--- src/rtl/bp_be_fe_if_ctl.sv ---
// bp_be_fe_if_ctl: BE-side endpoint of the FE<->BE interface.
// - Buffers incoming fe_queue packets (fetch / exception) in a circular FIFO for BE issue.
// - Holds one outgoing fe_cmd packet (redirect, attaboy, fence, fill) in a register for the FE.
// - Runs a flush window from acceptance of any non-attaboy command until the FE consumes it;
//   inside the window buffered and arriving fe_queue packets are stale and are discarded.
// - Optional macro BP_BE_FE_IF_PERF_EN adds drop_cnt_o (saturating) and attaboy_cnt_o (wrapping).
// Packet layouts (vaddr_width_p = V):
//   fe_queue : [V+4] msg type (1 = exception), [V+3:V] exception code, [V-1:0] pc
//   fe_cmd   : [V+2:V] opcode, [V-1:0] vaddr
module bp_be_fe_if_ctl
  #(parameter int vaddr_width_p = 39
   ,parameter int queue_els_p   = 4
   ,localparam int fe_queue_width_lp = vaddr_width_p + 5
   ,localparam int fe_cmd_width_lp   = vaddr_width_p + 3
   )
  (input  logic                         clk_i
  ,input  logic                         reset_i
  ,input  logic [fe_queue_width_lp-1:0] fe_queue_i
  ,input  logic                         fe_queue_v_i
  ,output logic                         fe_queue_ready_o
  ,output logic [fe_queue_width_lp-1:0] issue_pkt_o
  ,output logic                         issue_v_o
  ,input  logic                         issue_yumi_i
  ,input  logic [fe_cmd_width_lp-1:0]   cmd_i
  ,input  logic                         cmd_v_i
  ,output logic                         cmd_ready_o
  ,output logic [fe_cmd_width_lp-1:0]   fe_cmd_o
  ,output logic                         fe_cmd_v_o
  ,input  logic                         fe_cmd_yumi_i
`ifdef BP_BE_FE_IF_PERF_EN
  ,output logic [31:0]                  drop_cnt_o
  ,output logic [31:0]                  attaboy_cnt_o
`endif
  ,output logic                         flushing_o
  );

  localparam int AW = $clog2(queue_els_p);
  localparam int PW = AW + 1;
  localparam logic [2:0] e_op_attaboy = 3'd4;

  typedef enum logic {e_run = 1'b0, e_flush = 1'b1} state_e;

  state_e state_q, state_d;
  logic [PW-1:0] wr_ptr_q, wr_ptr_d, rd_ptr_q, rd_ptr_d;
  logic [fe_queue_width_lp-1:0] mem_q [queue_els_p];
  logic exc_block_q, exc_block_d;
  logic [fe_cmd_width_lp-1:0] fe_cmd_q, fe_cmd_d;
  logic fe_cmd_v_q, fe_cmd_v_d;

  logic full, empty, enq, deq;
  logic cmd_accept, nonatta_accept, fe_cmd_taken, leave_flush;

  // Wrap bit differs with equal index => full; identical pointers => empty.
  assign full  = (wr_ptr_q[AW] != rd_ptr_q[AW]) && (wr_ptr_q[AW-1:0] == rd_ptr_q[AW-1:0]);
  assign empty = (wr_ptr_q == rd_ptr_q);

  assign cmd_ready_o    = ~fe_cmd_v_q | fe_cmd_yumi_i;
  assign cmd_accept     = cmd_v_i & cmd_ready_o;
  assign nonatta_accept = cmd_accept & (cmd_i[fe_cmd_width_lp-1 -: 3] != e_op_attaboy);
  assign fe_cmd_taken   = fe_cmd_yumi_i & fe_cmd_v_q;
  // A back-to-back non-attaboy in the same cycle keeps the window open.
  assign leave_flush    = fe_cmd_taken & (fe_cmd_q[fe_cmd_width_lp-1 -: 3] != e_op_attaboy)
                          & ~nonatta_accept;

  // Arrivals are only buffered while running; a clear on the same edge overrides the write.
  assign enq = fe_queue_v_i & fe_queue_ready_o & (state_q == e_run);
  assign deq = issue_yumi_i & issue_v_o;

  assign issue_pkt_o = mem_q[rd_ptr_q[AW-1:0]];
  assign fe_cmd_o    = fe_cmd_q;
  assign fe_cmd_v_o  = fe_cmd_v_q;

  // State register.
  always_ff @(posedge clk_i or posedge reset_i) begin
    if (reset_i) state_q <= e_run;
    else         state_q <= state_d;
  end

  // Next state: enter the window on any non-attaboy command, leave when the FE takes it.
  always_comb begin
    state_d = state_q;
    case (state_q)
      e_run:   if (nonatta_accept) state_d = e_flush;
      e_flush: if (leave_flush)    state_d = e_run;
      default: state_d = e_run;
    endcase
  end

  // FSM-driven outputs; ready has no path from issue_yumi_i, only from registered pointers.
  always_comb begin
    flushing_o       = (state_q == e_flush);
    issue_v_o        = ~empty & (state_q == e_run) & ~exc_block_q;
    fe_queue_ready_o = ~reset_i & ((state_q == e_flush) | ~full);
  end

  // Next-state for pointers, exception block and command register.
  always_comb begin
    wr_ptr_d    = wr_ptr_q;
    rd_ptr_d    = rd_ptr_q;
    exc_block_d = exc_block_q;
    fe_cmd_d    = fe_cmd_q;
    fe_cmd_v_d  = fe_cmd_v_q;

    if (nonatta_accept) begin
      wr_ptr_d = '0;
      rd_ptr_d = '0;
    end else begin
      if (enq) wr_ptr_d = wr_ptr_q + PW'(1);
      if (deq) rd_ptr_d = rd_ptr_q + PW'(1);
    end

    if ((state_q == e_flush) && leave_flush)
      exc_block_d = 1'b0;
    else if (deq && issue_pkt_o[fe_queue_width_lp-1])
      exc_block_d = 1'b1;

    if (cmd_accept) begin
      fe_cmd_d   = cmd_i;
      fe_cmd_v_d = 1'b1;
    end else if (fe_cmd_taken) begin
      fe_cmd_v_d = 1'b0;
    end
  end

  // Control and command registers; reset discards everything in flight.
  always_ff @(posedge clk_i or posedge reset_i) begin
    if (reset_i) begin
      wr_ptr_q    <= '0;
      rd_ptr_q    <= '0;
      exc_block_q <= 1'b0;
      fe_cmd_q    <= '0;
      fe_cmd_v_q  <= 1'b0;
    end else begin
      wr_ptr_q    <= wr_ptr_d;
      rd_ptr_q    <= rd_ptr_d;
      exc_block_q <= exc_block_d;
      fe_cmd_q    <= fe_cmd_d;
      fe_cmd_v_q  <= fe_cmd_v_d;
    end
  end

  // Packet storage; contents are only meaningful between the pointers, so no reset.
  always_ff @(posedge clk_i) begin
    if (enq) mem_q[wr_ptr_q[AW-1:0]] <= fe_queue_i;
  end

`ifdef BP_BE_FE_IF_PERF_EN
  logic [31:0] drop_cnt_q, drop_cnt_d, attaboy_cnt_q, attaboy_cnt_d;
  logic [PW-1:0] occ;
  logic [31:0] drop_inc;
  logic drop_arrive;

  assign occ         = wr_ptr_q - rd_ptr_q;
  assign drop_arrive = fe_queue_v_i & fe_queue_ready_o & ((state_q == e_flush) | nonatta_accept);

  // Drops = entries wiped by a clear (minus one consumed that cycle) plus discarded arrivals.
  always_comb begin
    drop_inc = 32'(drop_arrive);
    if (nonatta_accept) drop_inc = drop_inc + 32'(occ) - 32'(deq);
    if (drop_inc > (32'hFFFF_FFFF - drop_cnt_q)) drop_cnt_d = 32'hFFFF_FFFF;
    else                                         drop_cnt_d = drop_cnt_q + drop_inc;
    attaboy_cnt_d = attaboy_cnt_q;
    if (fe_cmd_taken && (fe_cmd_q[fe_cmd_width_lp-1 -: 3] == e_op_attaboy))
      attaboy_cnt_d = attaboy_cnt_q + 32'd1;
  end

  // Performance counter registers.
  always_ff @(posedge clk_i or posedge reset_i) begin
    if (reset_i) begin
      drop_cnt_q    <= '0;
      attaboy_cnt_q <= '0;
    end else begin
      drop_cnt_q    <= drop_cnt_d;
      attaboy_cnt_q <= attaboy_cnt_d;
    end
  end

  assign drop_cnt_o    = drop_cnt_q;
  assign attaboy_cnt_o = attaboy_cnt_q;
`endif

endmodule

--- config.mk ---
export PLATFORM = sky130hd
export DESIGN_NAME = bp_be_fe_if_ctl
export DESIGN_NICKNAME = d
export VERILOG_FILES = /design/src/rtl/bp_be_fe_if_ctl.sv
export SDC_FILE = /design/constraint.sdc
export NUM_CORES = 1
export LEC_CHECK = 0
export ABC_AREA = 1
export BUFFER_PORTS_ARGS = -buffer_cell sky130_fd_sc_hd__buf_2
export CAP_MARGIN = 20
export CORE_MARGIN = 8
export CORE_UTILIZATION = 49
export CTS_CLUSTER_DIAMETER = 150
export DETAILED_ROUTE_END_ITERATION = 7
export PLACE_DENSITY_LB_ADDON = 0.3
export RECOVER_POWER = 50
export SLEW_MARGIN = 20
export SYNTH_ARGS = -nofsm -noshare
export SYNTH_HDL_FRONTEND = slang
export SYNTH_SLANG_ARGS = --single-unit
--- constraint.sdc ---
create_clock -name clk_i -period 3.3 [get_ports clk_i]
set_input_delay 0 -clock clk_i [delete_from_list [all_inputs] [get_ports clk_i]]
set_output_delay 0 -clock clk_i [all_outputs]
set_load 0.02 [all_outputs]
==> results of run 1 <==
-- cells in the mapped netlist, drive strengths merged --
cell,instances,area share
nor2,102,0.044
inv,26,0.011
dfrtp,51,0.15
o22ai,43,0.031
xnor2,1,0.0010
ha,5,0.0071
a21oi,4,0.0023
nand3,10,0.010
edfxtp,176,0.60
nand2,160,0.071
o21ai,90,0.051
nand4,1,0.00071
o31ai,1,0.0024
clkbuf,17,0.0073
buf,21,0.015
a31oi,1,0.00071
-- cells by family after synthesis --
kind of cell | after synthesis
xor+xnor | 1
flops | 227
buf+inv | 64
fa+ha+maj | 5
simple gates | 273
compound gates | 139
-- area by class of cell --
type                            instances  area [µm²]  share of cell area
Timing Repair Buffer                  285        1821              0.1589
Antenna cell                            2       5.005           0.0004369
Tap cell                              229       286.5             0.02501
Inverter                               26       97.59            0.008520
Sequential cell                       227        6563              0.5729
Clock inverter                          7       42.54            0.003714
Multi-Input combinational cell        418        1971              0.1720
Clock buffer                           37       669.4             0.05844
-- power groups by stage --
stage | clock, mW | combinational, mW | sequential (mW)
after CTS | 2.47 | 2.84 | 3.38
after detailed placement | 0 | 2.74 | 3.43
after global routing | 2.60 | 3.04 | 3.40
after global placement | 0 | 2.70 | 3.43
after floorplan | 0 | 1.73 | 3.52
final | 2.43 | 2.78 | 3.38
-- stage by stage --
stage | setup TNS (ns) | hold slack (ns) | std cells | worst slack (ns)
6_report | 0 | 0.09233 | 1231 | 0.7946
5_1_grt | 0 | 0.1292 | 1230 | 0.5472
4_1_cts | 0 | 0.006346 | 1229 | 0.9178
3_5_place_dp | 0 | 0.1982 | 1095 | 1.141
3_3_place_gp | 0 | 0.1943 | 1095 | 1.201
2_1_floorplan | -74.03 | 0.07686 | 709 | -0.4206
-- state kept, by name (all words and copies together), names as in the netlist --
signal / count
exc_block_q: 1
fe_cmd_o: 42
fe_cmd_v_o: 1
flushing_o: 1
mem_q: 176
rd_ptr_q: 3
wr_ptr_q: 3
-- worst min path at each step --
stage,startpoint,end,slack [ns],cells after the start
3_3_place_gp,cmd_i[35],fe_cmd_o[35]$_DFFE_PP0P_,0.19,3
3_5_place_dp,cmd_i[35],fe_cmd_o[35]$_DFFE_PP0P_,0.20,3
5_1_grt,fe_queue_v_i,wr_ptr_q[1]$_DFFE_PP0P_,0.13,6
6_report,fe_queue_v_i,wr_ptr_q[0]$_DFFE_PP0P_,0.09,6
2_1_floorplan,reset_i,fe_queue_ready_o,0.08,1
4_1_cts,cmd_v_i,fe_cmd_v_o$_DFFE_PP0P_,0.006,3
-- layer usage --
| layer | wire [µm] | GRT usage | vias to the layer above |
|---|---|---|---|
| li1 | - | - | 3030 |
| met1 | 8342 | 0.2210 | 3021 |
| met2 | 11290 | 0.3313 | 195 |
| met3 | 1237 | 0.03084 | 53 |
| met4 | 626 | 0.07696 | 0 |
| met5 | 0 | 0 | - |
-- critical path: stages (launching register included) --
cell and delay, ns:
dfrtp_1 0.41, nand2_2 0.10, nand2_1 0.46, inv_2 0.45
o31ai_4 0.20, nand2_1 0.09, nor2_1 0.04, a21oi_1 0.11
dlygate4sd3_1 0.57
-- repair_timing --
item / CTS / global route
hold endpoints to repair: 278 / 0
setup buffers: 0 / 0
hold buffers: 90 / 0
resized for setup: 0 / 0
==> impl_results.md, run 1 <==
* Commonest non-fill, non-tap cells in the layout: edfxtp_1, nand2_1, clkbuf_1
* Tmin final at 2.505 ns
* Chip Width at 150.0 µm
* Slew margin rel. at 0.1430
* Mux share of post-synthesis cell area at 0
* Comb power frac at 0.323
* Gr usage total at 0.1866
* DP Wirelength at 12.32 mm
* RSZ-0062 raised after global routing: false
* Syn avg cell area at 12.40 µm²
* Final Util at 0.6443
* DR pass1 iterations at 4
* CTS Buf Count at 24
* Worst Setup EP: exc_block_q$_DFFE_PP0P_
* Iter 0 DRT Violations at 420
* Crit path arrival time at 2.94 ns
* Final Hold Fails at 0
* Antenna viol nets, final at 0
* Root Driver: clkbuf_16
* DRC at 0
* Initial antenna violation count at 1
* Worst Path Class, Setup: register to register
* R2R Path End: exc_block_q$_DFFE_PP0P_
* Crit Path Max Fanout at 23
* Sequential area share after synthesis at 0.7462
* P_leak at 4.487 nW
* Die area at 22490 µm²
* CP required at 3.73 ns
* Congestion Overflow GR at 0
* Post-route cell area at 11450 µm²
* # setup viols final at 0
* PortBufs at 182
* CP endpoint kind: register
* Via count at 6299
* Xor/xnor share of the synthesized area at 0.0009960
* Cell Area, Synth at 8793 µm²
* P_sw at 3.067 mW
* PD cells at 749.8 nW/µm²
* Post-route clock period utilization at 0.7592
* Clk slew on worst S/H paths at 0.06 ns
* CORE AREA at 17780 µm²
* Crit path launch type: register
* Syn nets at 806
* Synth Area in Adders at 0.007114
* Longest Clk Path Bufs at 3
* Initial Util at 0.4946
* Nets at 1079
* Mapped Cells at 709
* Drt total wl at 21.49 mm
* Dpl cell area at 9953 µm²
* Gpl congestion at 0.7614
* Critical Path Source: fe_cmd_v_o$_DFFE_PP0P_
* Largest net degree at the start of global routing at 92
* Largest family of logic cells by synthesized area: simple AND/OR/NAND/NOR gates
* Io pins at 183
* Fmax at 399.1 MHz
* Drt wl/cell at 17.46 µm
* Slew @ Worst Pin at 1.286 ns
* Switch share at 0.3571
* Vias in the first global route at 6471
* Synthesis-stage register bit count at 227
* Total power at 8.589 mW
* Compound-Gate Fraction of Synth Area at 0.08722
* Worst R2R Path Depth at 8
* Peak supply drop at 0.6474 mV
* RR Startpoint: fe_cmd_v_o$_DFFE_PP0P_
* Height of the die at 150.0 µm
* Worst clock skew at 0.02238 ns
* CTS tree: done
* Commonest non-fill, non-tap cell in the layout: edfxtp_1
* Yosys cell types at 22
* P_int at 5.522 mW
* Reg2Reg Setup Slack at 0.79 ns
* Vias per cell at 5.117
* YS warnings at 0
* Min-delay worst type: primary input to register
* Max_cap viols at 0
* Ratio of cells with drive above 1 in the final layout at 0.1600
* Row count at 49
* Clk pwr share at 0.283
* Sink Count at 227
* Post-synthesis simple-gate area fraction at 0.1256
* Sequential share of power at 0.394
* Max Slew Vio Count at 0
* First-pass GRT wire length at 33.21 mm
* H-tree levels at 1
* Syn-to-layout area delta at 30.26%
* Fill cells at 1353
* Status: finished clean
* Worst-Skew Late Latency at 0.51 ns
(Power assumes the default switching activity.)
==> run 2: changes to the inputs <==
Settings changed: CORE_UTILIZATION 49 to 54.
Clock period 3.3 ns to 2.58 ns, I/O delays scaled along.
==> impl_results.md, run 2 (synthesized netlist as in run 1, its figures left out) <==
* Crit path max-delay family: buffers and inverters
* Dpl cell area at 9947 µm² (about the same)
* Slew margin rel. at 0.1466 (+0.003631)
* Root Driver: clkbuf_16
* Ratio of cells with drive above 1 in the final layout at 0.1576 (-0.002369)
* PortBufs at 182 (unchanged)
* Iter 0 DRT Violations at 502 (+20%)
* CP required at 2.58 ns (-1.15 ns)
* Worst-Skew Late Latency at 0.50 ns (about the same)
* First-pass GRT wire length at 33.40 mm (+0.56%)
* Tmin final at 2.395 ns
* DRC at 0 (unchanged)
* Commonest non-fill, non-tap cells in the layout: edfxtp_1, nand2_1, nor2_1, clkbuf_1, buf_2
* P_leak at 4.496 nW (+0.21%)
* Crit path arrival time at 2.39 ns (-0.55 ns)
* PD cells at 968.6 nW/µm² (+29%)
* CTS tree: done
* DR pass1 iterations at 4 (unchanged)
* Cell Chain, Critical Path: buf_4 > o21ai_0 > o22ai_1 > buf_2
* H-tree levels at 1 (unchanged)
* Largest register FFs at 176 (unchanged)
* # setup viols final at 0 (unchanged)
* Vias in the first global route at 6586 (+1.8%)
* Largest net degree at the start of global routing at 92 (unchanged)
* Chip Width at 143.6 µm (-4.2%)
* Sink Count at 227 (unchanged)
* Via count at 6380 (+1.3%)
* CORE AREA at 15890 µm² (-11%)
* Commonest non-fill, non-tap cell in the layout: edfxtp_1
* Crit-path slowest cell: buf_4
* Final Util at 0.7227 (+0.07840)
* Initial antenna violation count at 0 (-1)
* CP endpoint kind: output port
* Row count at 46 (-6.1%)
* Worst clock skew at 0.008678 ns (-0.01371 ns)
* Min-delay worst type: primary input to register
* Nets at 1078 (-0.093%)
* CP Buf/Inv Count at 2 (unchanged)
* Clk slew on worst S/H paths at 0.06 ns (about the same)
* Dpl cells at 1080 (-1.4%)
* Antenna viol nets, final at 0 (unchanged)
* Max_cap viols at 0 (unchanged)
* Post-route cell area at 11480 µm² (+0.22%)
* Longest Clk Path Bufs at 3 (unchanged)
* Gr usage total at 0.2068 (+0.02023)
* Slew @ Worst Pin at 1.280 ns (-0.005447 ns)
* Crit Path Max Fanout at 91 (+300%)
* Gpl congestion at 0.7964 (+4.6%)
* Crit path launch type: register
* Final Hold Fails at 0 (unchanged)
* Initial Util at 0.5536 (+0.05898)
* Io pins at 183 (unchanged)
* Max Slew Vio Count at 0 (unchanged)
* Post_cts resized at 0 (unchanged)
* Die area at 20620 µm² (-8.3%)
* Syn-to-layout area delta at 30.55%
* Final non-filler cell total at 1213 (-1.5%)
* Peak supply drop at 0.7350 mV (+14%)
* CTS Buf Count at 23 (-4.2%)
* RSZ-0062 raised after global routing: false
* Worst Path Class, Setup: register to output port
* Post-route clock period utilization at 0.9282
* DP Wirelength at 12.27 mm (-0.40%)
* Drt wl/cell at 17.79 µm (+1.9%)
* Critical path's largest stage delay at 0.67 ns (+0.10 ns)
* Height of the die at 143.6 µm (-4.2%)
* Congestion Overflow GR at 0 (unchanged)
* Drt total wl at 21.58 mm (+0.39%)
* Fmax at 417.6 MHz
* Vias per cell at 5.260 (+2.8%)
* Fill cells at 1099 (-19%)
* Post-CTS Setup Inserts at 0 (unchanged)
* Status: finished clean
==> run 2: final timing paths <==
check | start | end | slack [ns] | cells after the start
worst max-delay path | rd_ptr_q[0]$_DFFE_PP0P_ | issue_pkt_o[27] | 0.19 | 4
worst max register to register | wr_ptr_q[1]$_DFFE_PP0P_ | mem_q[3][11]$_DFFE_PP_ | 0.65 | 8
worst min register to register | fe_cmd_o[9]$_DFFE_PP0P_ | fe_cmd_o[9]$_DFFE_PP0P_ | 0.48 | 2
worst min-delay path | fe_queue_v_i | wr_ptr_q[2]$_DFFE_PP0P_ | 0.14 | 6
max in group asynchronous | reset_i | rd_ptr_q[0]$_DFFE_PP0P_ | 1.13 | 4
min in group asynchronous | reset_i | rd_ptr_q[1]$_DFFE_PP0P_ | 0.61 | 4
==> run 2: through the flow <==
stage / TNS [ns] / power, mW / hold WS (ns) / setup WS [ns]
after floorplan: -78.16 / 6.724 / 0.07686 / -0.4442
after global placement: 0 / 7.838 / 0.1936 / 0.6958
after detailed placement: 0 / 7.890 / 0.1987 / 0.6318
after CTS: 0 / 11.22 / 0.1121 / 0.2066
after global routing: 0 / 11.68 / 0.1840 / 0.01955
final: 0 / 11.12 / 0.1388 / 0.1852
==> run 2: per-layer routing <==
layer  wire (µm)  vias up  GRT usage
li1            -     3017          -
met4         588        0    0.07582
met3        1470       48    0.03749
met1        8714     3093     0.2471
met2       10800      222     0.3670
met5           0        -          0
==> run 2: tightest hold or removal path, stage by stage <==
cell     delay, ns
buf_2         0.10
inv_1         0.08
nor2_1        0.08
nand3_4       0.18
nand3_1       0.09
nand2_1       0.07
==> run 2: power breakdown <==
group	internal, mW	switching [mW]	leakage (nW)
registers	4.19	0.140	2.21
clock network	1.94	1.27	0.353
logic	1.08	2.50	1.93
total	7.21	3.91	4.50
==> run 2: area by class of cell <==
type | count | area [µm²] | area share
sequential | 227 | 6563 | 0.5717
antenna | 1 | 2.502 | 0.0002180
tap | 216 | 270.3 | 0.02354
clock buffer | 30 | 601.8 | 0.05242
inverter | 26 | 97.59 | 0.008501
timing repair buffer | 285 | 1851 | 0.1612
clock inverter | 10 | 123.9 | 0.01079
multi-input combinational | 418 | 1971 | 0.1717
==> run 2: timing repair <==
item | in CTS | in global routing
endpoints found under the hold margin | 278 | 0
hold buffers | 92 | 0
endpoints found under the setup margin | 0 | 0
